==> src/rtl/core_types_pkg.sv <==
// rtl/core_types_pkg.sv - shared fetch-predictor sizing constants
package core_types_pkg;

    localparam int RAS_ENTRIES      = 8;
    localparam int RAS_INDEX_WIDTH  = $clog2(RAS_ENTRIES);
    localparam int RAS_COUNT_WIDTH  = $clog2(RAS_ENTRIES + 1);
    localparam int RAS_TARGET_WIDTH = 31;

endpackage

==> src/rtl/ras_ckpt.sv <==
// rtl/ras_ckpt.sv - circular return address stack with checkpoint restore
module ras_ckpt #(
    parameter int RAS_ENTRIES      = core_types_pkg::RAS_ENTRIES,
    parameter int RAS_INDEX_WIDTH  = $clog2(RAS_ENTRIES),
    parameter int RAS_COUNT_WIDTH  = $clog2(RAS_ENTRIES + 1),
    parameter int RAS_TARGET_WIDTH = core_types_pkg::RAS_TARGET_WIDTH
) (
    input  logic                        CLK,
    input  logic                        nRST,
    input  logic                        push_valid,
    input  logic [RAS_TARGET_WIDTH-1:0] push_target,
    input  logic                        pop_valid,
    input  logic                        restore_valid,
    input  logic [RAS_INDEX_WIDTH-1:0]  restore_index,
    input  logic [RAS_COUNT_WIDTH-1:0]  restore_count,
    output logic [RAS_TARGET_WIDTH-1:0] ret_target,
    output logic                        ret_valid,
    output logic [RAS_INDEX_WIDTH-1:0]  ras_index,
    output logic [RAS_COUNT_WIDTH-1:0]  ras_count,
    output logic                        ras_full
);

    localparam logic [RAS_COUNT_WIDTH-1:0] ENTRIES_C = RAS_COUNT_WIDTH'(RAS_ENTRIES);
    localparam logic [RAS_INDEX_WIDTH-1:0] LAST_IDX  = RAS_INDEX_WIDTH'(RAS_ENTRIES - 1);

    logic [RAS_TARGET_WIDTH-1:0] ras_mem [RAS_ENTRIES];
    logic [RAS_INDEX_WIDTH-1:0]  top, top_nxt, base_top, wr_idx;
    logic [RAS_COUNT_WIDTH-1:0]  count, count_nxt, base_count, idx_ext;
    logic                        wr_en;

    // Explicit wrap compares so non-power-of-two depths stay inside the array.
    function automatic logic [RAS_INDEX_WIDTH-1:0] ptr_inc(input logic [RAS_INDEX_WIDTH-1:0] p);
        return (p == LAST_IDX) ? '0 : p + 1'b1;
    endfunction

    function automatic logic [RAS_INDEX_WIDTH-1:0] ptr_dec(input logic [RAS_INDEX_WIDTH-1:0] p);
        return (p == '0) ? LAST_IDX : p - 1'b1;
    endfunction

    assign idx_ext = RAS_COUNT_WIDTH'(restore_index);

    always_comb begin
        base_top   = top;
        base_count = count;
        if (restore_valid) begin
            // Out-of-range checkpoints are illegal; fold them once so the pointer stays addressable.
            base_top   = (idx_ext >= ENTRIES_C) ? RAS_INDEX_WIDTH'(idx_ext - ENTRIES_C) : restore_index;
            base_count = (restore_count > ENTRIES_C) ? ENTRIES_C : restore_count;
        end

        top_nxt   = base_top;
        count_nxt = base_count;
        wr_en     = 1'b0;
        wr_idx    = base_top;

        unique case ({push_valid, pop_valid})
            2'b10: begin
                wr_en     = 1'b1;
                wr_idx    = ptr_inc(base_top);
                top_nxt   = ptr_inc(base_top);
                count_nxt = (base_count == ENTRIES_C) ? ENTRIES_C : base_count + 1'b1;
            end
            2'b01: begin
                if (base_count != '0) begin
                    top_nxt   = ptr_dec(base_top);
                    count_nxt = base_count - 1'b1;
                end
            end
            2'b11: begin
                // Replace top: the call and return cancel in depth.
                wr_en     = 1'b1;
                wr_idx    = base_top;
                count_nxt = (base_count == '0) ? RAS_COUNT_WIDTH'(1) : base_count;
            end
            default: ;
        endcase
    end

    always_ff @(posedge CLK or negedge nRST) begin
        if (!nRST) begin
            top   <= '0;
            count <= '0;
            for (int i = 0; i < RAS_ENTRIES; i++) begin
                ras_mem[i] <= '0;
            end
        end else begin
            top   <= top_nxt;
            count <= count_nxt;
            if (wr_en) begin
                ras_mem[wr_idx] <= push_target;
            end
        end
    end

    // Read is from registered state only; a same-cycle push is not bypassed.
    assign ret_target = ras_mem[top];
    assign ret_valid  = (count != '0);
    assign ras_index  = top;
    assign ras_count  = count;
    assign ras_full   = (count == ENTRIES_C);

    restore_index_in_range: assert property (
        @(posedge CLK) disable iff (!nRST) restore_valid |-> (idx_ext < ENTRIES_C)
    );

endmodule

==> config.mk <==
export PLATFORM = sky130hd
export DESIGN_NAME = ras_ckpt
export DESIGN_NICKNAME = d
export VERILOG_FILES = /design/src/rtl/core_types_pkg.sv /design/src/rtl/ras_ckpt.sv
export SDC_FILE = /design/constraint.sdc
export NUM_CORES = 1
export LEC_CHECK = 0
export ABC_AREA = 1
export BUFFER_PORTS_ARGS = -buffer_cell sky130_fd_sc_hd__clkbuf_2
export CAP_MARGIN = 0
export CORE_MARGIN = 2
export CORE_UTILIZATION = 65
export DETAILED_ROUTE_END_ITERATION = 8
export PLACE_DENSITY = 0.85
export SLEW_MARGIN = 25
export SYNTH_ARGS = -nofsm -noshare
export SYNTH_HDL_FRONTEND = slang
export SYNTH_SLANG_ARGS = --single-unit
export TNS_END_PERCENT = 100
==> constraint.sdc <==
create_clock -name CLK -period 6.7 [get_ports CLK]
set_input_delay 0.67 -clock CLK [delete_from_list [all_inputs] [get_ports CLK]]
set_output_delay 0.67 -clock CLK [all_outputs]
set_load 0.02 [all_outputs]
# Yosys cells after proc, flatten, opt, wreduce, memory -nomap -nowiden
# Cells that the tools add are included.
word_totals:
  reg_bits: 255
  input_bits: 43
  output_inout_bits: 40
  wordCells: 54
classes:
  add_sub_neg: 5
  order_cmp: 5
  eq_ne: 6
  mux: 20
  n_bitwise: 2
  reduce_logical: 6
ops:
  columns: ["cell", "n"]
  rows:
  - ["bitwise mux 248 bit", 1]
  - ["binary-select mux 31 bit (select 3 bit)", 1]
  - ["demux 31 bit (select 3 bit)", 1]
  - ["2-to-1 mux 31 bit", 3]
  - ["2-to-1 mux 4 bit", 5]
  - ["2-to-1 mux 3 bit", 6]
  - ["case mux 4 bit (3 select lines)", 1]
  - ["== test 4 bit, second input constant", 2]
  - [">= comparator 4 bit, second input constant", 2]
  - ["inverter 3 -> 4 bit", 2]
  - ["nonzero test 4 bit", 2]
  - ["case mux 3 bit (2 select lines)", 1]
  - ["subtractor 3 x 1 -> 3 bit, second input constant", 2]
  - ["adder 4 x 1 -> 4 bit, second input constant", 1]
  - ["== test 2 bit, second input constant", 2]
  - [">= comparator 3 x 4 -> 1 bit, second input constant", 1]
  - ["greater-than comparator 4 bit, second input constant", 1]
  - ["zero test 4 bit", 1]
  - ["< comparator 4 x 1 -> 1 bit, second input constant", 1]
  - ["subtractor 4 x 1 -> 4 bit, second input constant", 1]
  - ["adder 3 x 1 -> 3 bit, second input constant", 1]
  - ["== test 3 bit, second input constant", 1]
  - ["zero test 3 bit", 1]
  - ["== test 2 x 1 -> 1 bit, second input constant", 1]
  - ["other kinds (3)", 3]

# Longest topological paths before layout
depth:
  depth_word: 12
  mapped_depth: 13
  mapped_depth_nobuf: 12

# Worst setup path after synthesis
# Ideal clock, no wire load.
synth_timing:
  kind: "input-to-reg"
  startpoint: "input port restore_valid"
  endpoint: "register ras_mem[217] (netlist name)"
  setup_time_ns: 0.117
  t_arrival_ns: 2.583
  required_ns: 6.583
  path_slack_ns: 4.000
  cell_stages: 12
  path_buffers: 2
  path_cell_list: "buf_2 -> o21ai_0 -> inv_1 -> ha_1 -> nand2_1 -> a21boi_2 -> inv_2 -> nor2_4 -> nand2_1 -> buf_2 -> nand2_1 -> nand2_1"
synth_via:
  elab_chain_len: 10
  word_cells_on_any_way: 12
  cone_classes: "add/sub: 1; order compare: 2; eq/ne: 1; mux: 6; bitwise: 1; reduce/logical: 1"
synth_rtl:
  columns: ["element", "line_no", "text"]
  rows:
  - ["start, declared", "ras_ckpt.sv:13", "input logic restore_valid,"]
  - ["2-to-1 mux 3 bit *", "ras_ckpt.sv:45", "if (restore_valid) begin"]
  - ["adder 3 x 1 -> 3 bit / == test 3 bit (equally long branches)", "ras_ckpt.sv:33", "return (p == LAST_IDX) ? '0 : p + 1'b1;"]
  - ["2-to-1 mux 3 bit", "ras_ckpt.sv:33", null]
  - ["2-to-1 mux 3 bit *", "ras_ckpt.sv:56", "unique case ({push_valid, pop_valid})"]
  - ["inverter 3 -> 4 bit (not written as such) *", "ras_ckpt.sv:90", "ras_mem[wr_idx] <= push_target;"]
  - [">= comparator 4 bit (not written as such) / < comparator 4 x 1 -> 1 bit (equally long branches)", "ras_ckpt.sv:90", null]
  - ["logical AND 1 bit (not written as such)", "ras_ckpt.sv:90", null]
  - ["2-to-1 mux 31 bit (not written as such)", "ras_ckpt.sv:90", null]
  - ["demux 31 bit (select 3 bit) *", "ras_ckpt.sv:90", null]
  - ["bitwise mux 248 bit *", "ras_ckpt.sv:90", null]
  - ["end signal, assigned by index", "ras_ckpt.sv:90", null]
  - ["end, declared", "ras_ckpt.sv:26", "logic [RAS_TARGET_WIDTH-1:0] ras_mem [RAS_ENTRIES];"]
# Every way passes the cells marked *; elsewhere a longest branch is shown, timed or not.
# A chain may end at the register's enable or synchronous reset.

# Worst setup path after layout
layout_timing:
  startpoint: "register top[0] (netlist: ras_index[0])"
  endpoint: "register ras_mem[186] (netlist name)"
layout_via:
  elab_chain_len: 10
  word_cells_on_any_way: 12
  cone_classes: "add/sub: 1; order compare: 2; eq/ne: 1; mux: 6; bitwise: 1; reduce/logical: 1"
layout_rtl:
  columns: ["element", "line_no", "text"]
  rows:
  - ["start, declared", "ras_ckpt.sv:27", "logic [RAS_INDEX_WIDTH-1:0] top, top_nxt, base_top, wr_idx;"]
  - ["start signal, assigned", "ras_ckpt.sv:87", "top <= top_nxt;"]
  - ["2-to-1 mux 3 bit *", "ras_ckpt.sv:45", null]
  - ["adder 3 x 1 -> 3 bit / == test 3 bit (equally long branches)", "ras_ckpt.sv:33", null]
  - ["2-to-1 mux 3 bit", "ras_ckpt.sv:33", null]
  - ["2-to-1 mux 3 bit *", "ras_ckpt.sv:56", null]
  - ["inverter 3 -> 4 bit (not written as such) *", "ras_ckpt.sv:90", null]
  - [">= comparator 4 bit (not written as such) / < comparator 4 x 1 -> 1 bit (equally long branches)", "ras_ckpt.sv:90", null]
  - ["logical AND 1 bit (not written as such)", "ras_ckpt.sv:90", null]
  - ["2-to-1 mux 31 bit (not written as such)", "ras_ckpt.sv:90", null]
  - ["demux 31 bit (select 3 bit) *", "ras_ckpt.sv:90", null]
  - ["bitwise mux 248 bit *", "ras_ckpt.sv:90", null]
# Marked as above.

==> impl_metrics.toml <==
[setup_path]
end_kind = "flip-flop"
cp_cell_sequence = "clkinv_2 -> o21ai_0 -> inv_1 -> ha_1 -> nand2_1 -> a21boi_2 -> inv_2 -> nor2_4 -> buf_4 -> nand2_1 -> buf_4 -> nand2_1 -> nand2_1"
crit_type = "reg -> reg"
r2r_cells = 13
worstSetupPathDepth = 13
crit_family = "buffers and inverters"
start_kind = "flip-flop"
critical_path_arrival_ns = 5.61
critPathMaxFanout = 63
crit_buf_inv = 5
critPathMostFrequentCell = "nand2_1"
slowest_delay_ns = 0.85
slowest_stage = "dfrtp_4"
required_ns = 7.12

[logic_synthesis]
synth_fp_nets = 1603
avgSynthCellArea_um2 = 7.76
syn-cell-area_mm2 = 0.0120
synth_top_area_frac = 0.531
seq_area_frac_synth = 0.531
synth_area_leaders = "dfrtp_1 53%, nand2_1 18%, o21ai_0 11%"
yosysTopAreaCell = "dfrtp_1"
synth_warnings = 0
synth.distinct_cells = 25
syn_inst = 1549
synth-seq-cells = 255

[floorplanning]
initial_utilization = 0.667
dieArea_mm2 = 0.0196
ios = 83
core_mm2 = 0.0180
num_rows = 49
die_x_um = 140
chipHeight_um = 140

[finish]
fin_util = 0.744
layout_common_cells = "572 x nand2_1, 253 x o21ai_0, 253 x dfrtp_1, 136 x nor2_1, 81 x clkbuf_2"
syn_to_final_growth_pct = 11.5
drive_gt1_frac = 0.101
final_common_cell = "nand2_1"
nFillCells = 1325
regArea_mm2 = 0.00639
multiInputGateArea_mm2 = 0.00505
final_net_count = 1630

[power]
max-vdd-ir-drop_mv = 0.297
powerDensity_mw_per_mm2 = 447
p_leak_nw = 6.91

[clock_network]
cts_tree = "done"
htreeDepth = 1
insertion_delay_ns = 0.54
cts-root-buf = "clkbuf_16"
ctsResizeCount = 0
cts_buffers = 27
post_cts_buffers = 0
clkTransAtPathRegs_ns = 0.06
cts_num_sinks = 255
cts_buffer_depth = 3
cts_hold_buf = 0

[sta]
relSlewSlack = 0.311
final-setup-viol-count = 0
max_freq_ghz = 0.193
slew_viol_final = 0
fin_setup_tns_ns = 0
rsz0062_at_grt = "no"
hold_ws_ns = 0.190
fin_skew_ns = 0.0148
finalCritPeriodShare = 0.775
worst_slew_pin_slew_ns = 1.03
post-route-min-period_ns = 5.19
worst_slack_ns = 1.51
finalHoldViolCount = 0

[status]
run_status = "finished clean"

[routing]
wirelength_um = 33100
num_vias = 11200
drt_pass1_iterations = 6
avgRoutedWirePerCell_um = 18.1
drt_iter0_markers = 1305
route.detailed.drc = 0
vias_per_cell = 6.13
route.antenna.remaining_nets = 0

[placement]
place_ws_ns = 1.64
dpl.hpwl_um = 18700
place.gp.congestion = 0.835
port_buffers = 82

[grt]
grt_usage = 0.338
grt_max_degree = 115
grt_pass1_vias = 10900
antenna_found_initial = 1
overflow = 0
grt_pass1_wl_um = 54300

[min_path]
min_path_type = "in -> async"

[flow_run]
drv_cap = 0
-- worst register-to-register path: stages, from the launching register on --
cell	delay (ns)
dfrtp_4	0.85
clkinv_2	0.64
o21ai_0	0.58
inv_1	0.18
ha_1	0.34
nand2_1	0.07
a21boi_2	0.42
inv_2	0.14
nor2_4	0.31
buf_4	0.54
nand2_1	0.45
buf_4	0.38
nand2_1	0.10
nand2_1	0.06
-- cell type report --
type / instances / share of cell area
multi-input cells: 1137 / 0.377
inverters: 56 / 0.0158
diodes: 1 / 0.000187
flip-flops and latches: 255 / 0.476
clock buffers: 41 / 0.0596
clock inverters: 8 / 0.00887
well taps: 229 / 0.0214
repair buffers: 99 / 0.0409
-- cell families (layout without fill, tap and decap cells) --
kind of cell	Yosys count	count (layout)	synth area share
simple gates	799	799	0.261
compound gates	327	327	0.144
flops	255	255	0.531
buf+inv	157	204	0.0528
fa+ha+maj	11	11	0.0115
other cells	0	1	0
-- worst paths after layout --
path / start / to / slack [ns]
min in group CLK: push_target[6] / ras_mem[161]$_DFFE_PN0P_ / 0.42
min: nRST / ras_mem[9]$_DFFE_PN0P_ / 0.19
max in group asynchronous: nRST / ras_index[0]$_DFF_PN0_ / 4.93
max: ras_index[0]$_DFF_PN0_ / ras_mem[186]$_DFFE_PN0P_ / 1.51
min reg2reg: ras_mem[213]$_DFFE_PN0P_ / ras_mem[213]$_DFFE_PN0P_ / 0.47
max reg2reg: ras_index[0]$_DFF_PN0_ / ras_mem[186]$_DFFE_PN0P_ / 1.51
-- registers in the layout (all words and copies together), names as in the netlist --
signal     flops
ras_count      4
ras_index      3
ras_mem      248
-- power by group --
| group | switching (mW) | internal [mW] | total [mW] |
|---|---|---|---|
| registers | 0.426 | 2.26 | 2.69 |
| logic | 1.13 | 0.623 | 1.76 |
| clock network | 0.611 | 0.934 | 1.54 |
-- cell usage after synthesis --
library cell,number
clkbuf_1,65
o21bai_1,1
nand3_1,79
o21ai_1,3
buf_2,36
o22ai_1,64
o21ai_0,253
or2_2,1
nor3_2,2
o21ai_2,1
a21oi_1,2
nor2_1,138
dfrtp_1,255
nor2_4,1
a31oi_1,1
inv_2,3
inv_1,53
nand2_1,573
nand2_2,1
o211ai_1,1
ha_1,11
nand4_1,1
a21boi_2,1
nor4_1,1
nor3_1,2
-- metal layers --
metal  part of all wire  track usage  routed length, µm  vias to the layer above
met5                  0            0                  0                        -
met4              0.029        0.132                953                        0
met3              0.089       0.0448               2940                       93
met2               0.48        0.547              15900                      658
met1               0.40        0.472              13300                     5349
li1                   -            -                  -                     5085
-- through the flow --
step / cell area, µm² / power, mW / cells
floorplan: 12000 / 3.84 / 1549
global placement: 12500 / 4.29 / 1776
detailed placement: 12500 / 4.40 / 1776
CTS: 13400 / 5.96 / 1825
global route: 13400 / 6.36 / 1826
finish: 13400 / 5.99 / 1826
Note: power is estimated with default switching activity, not from simulation.
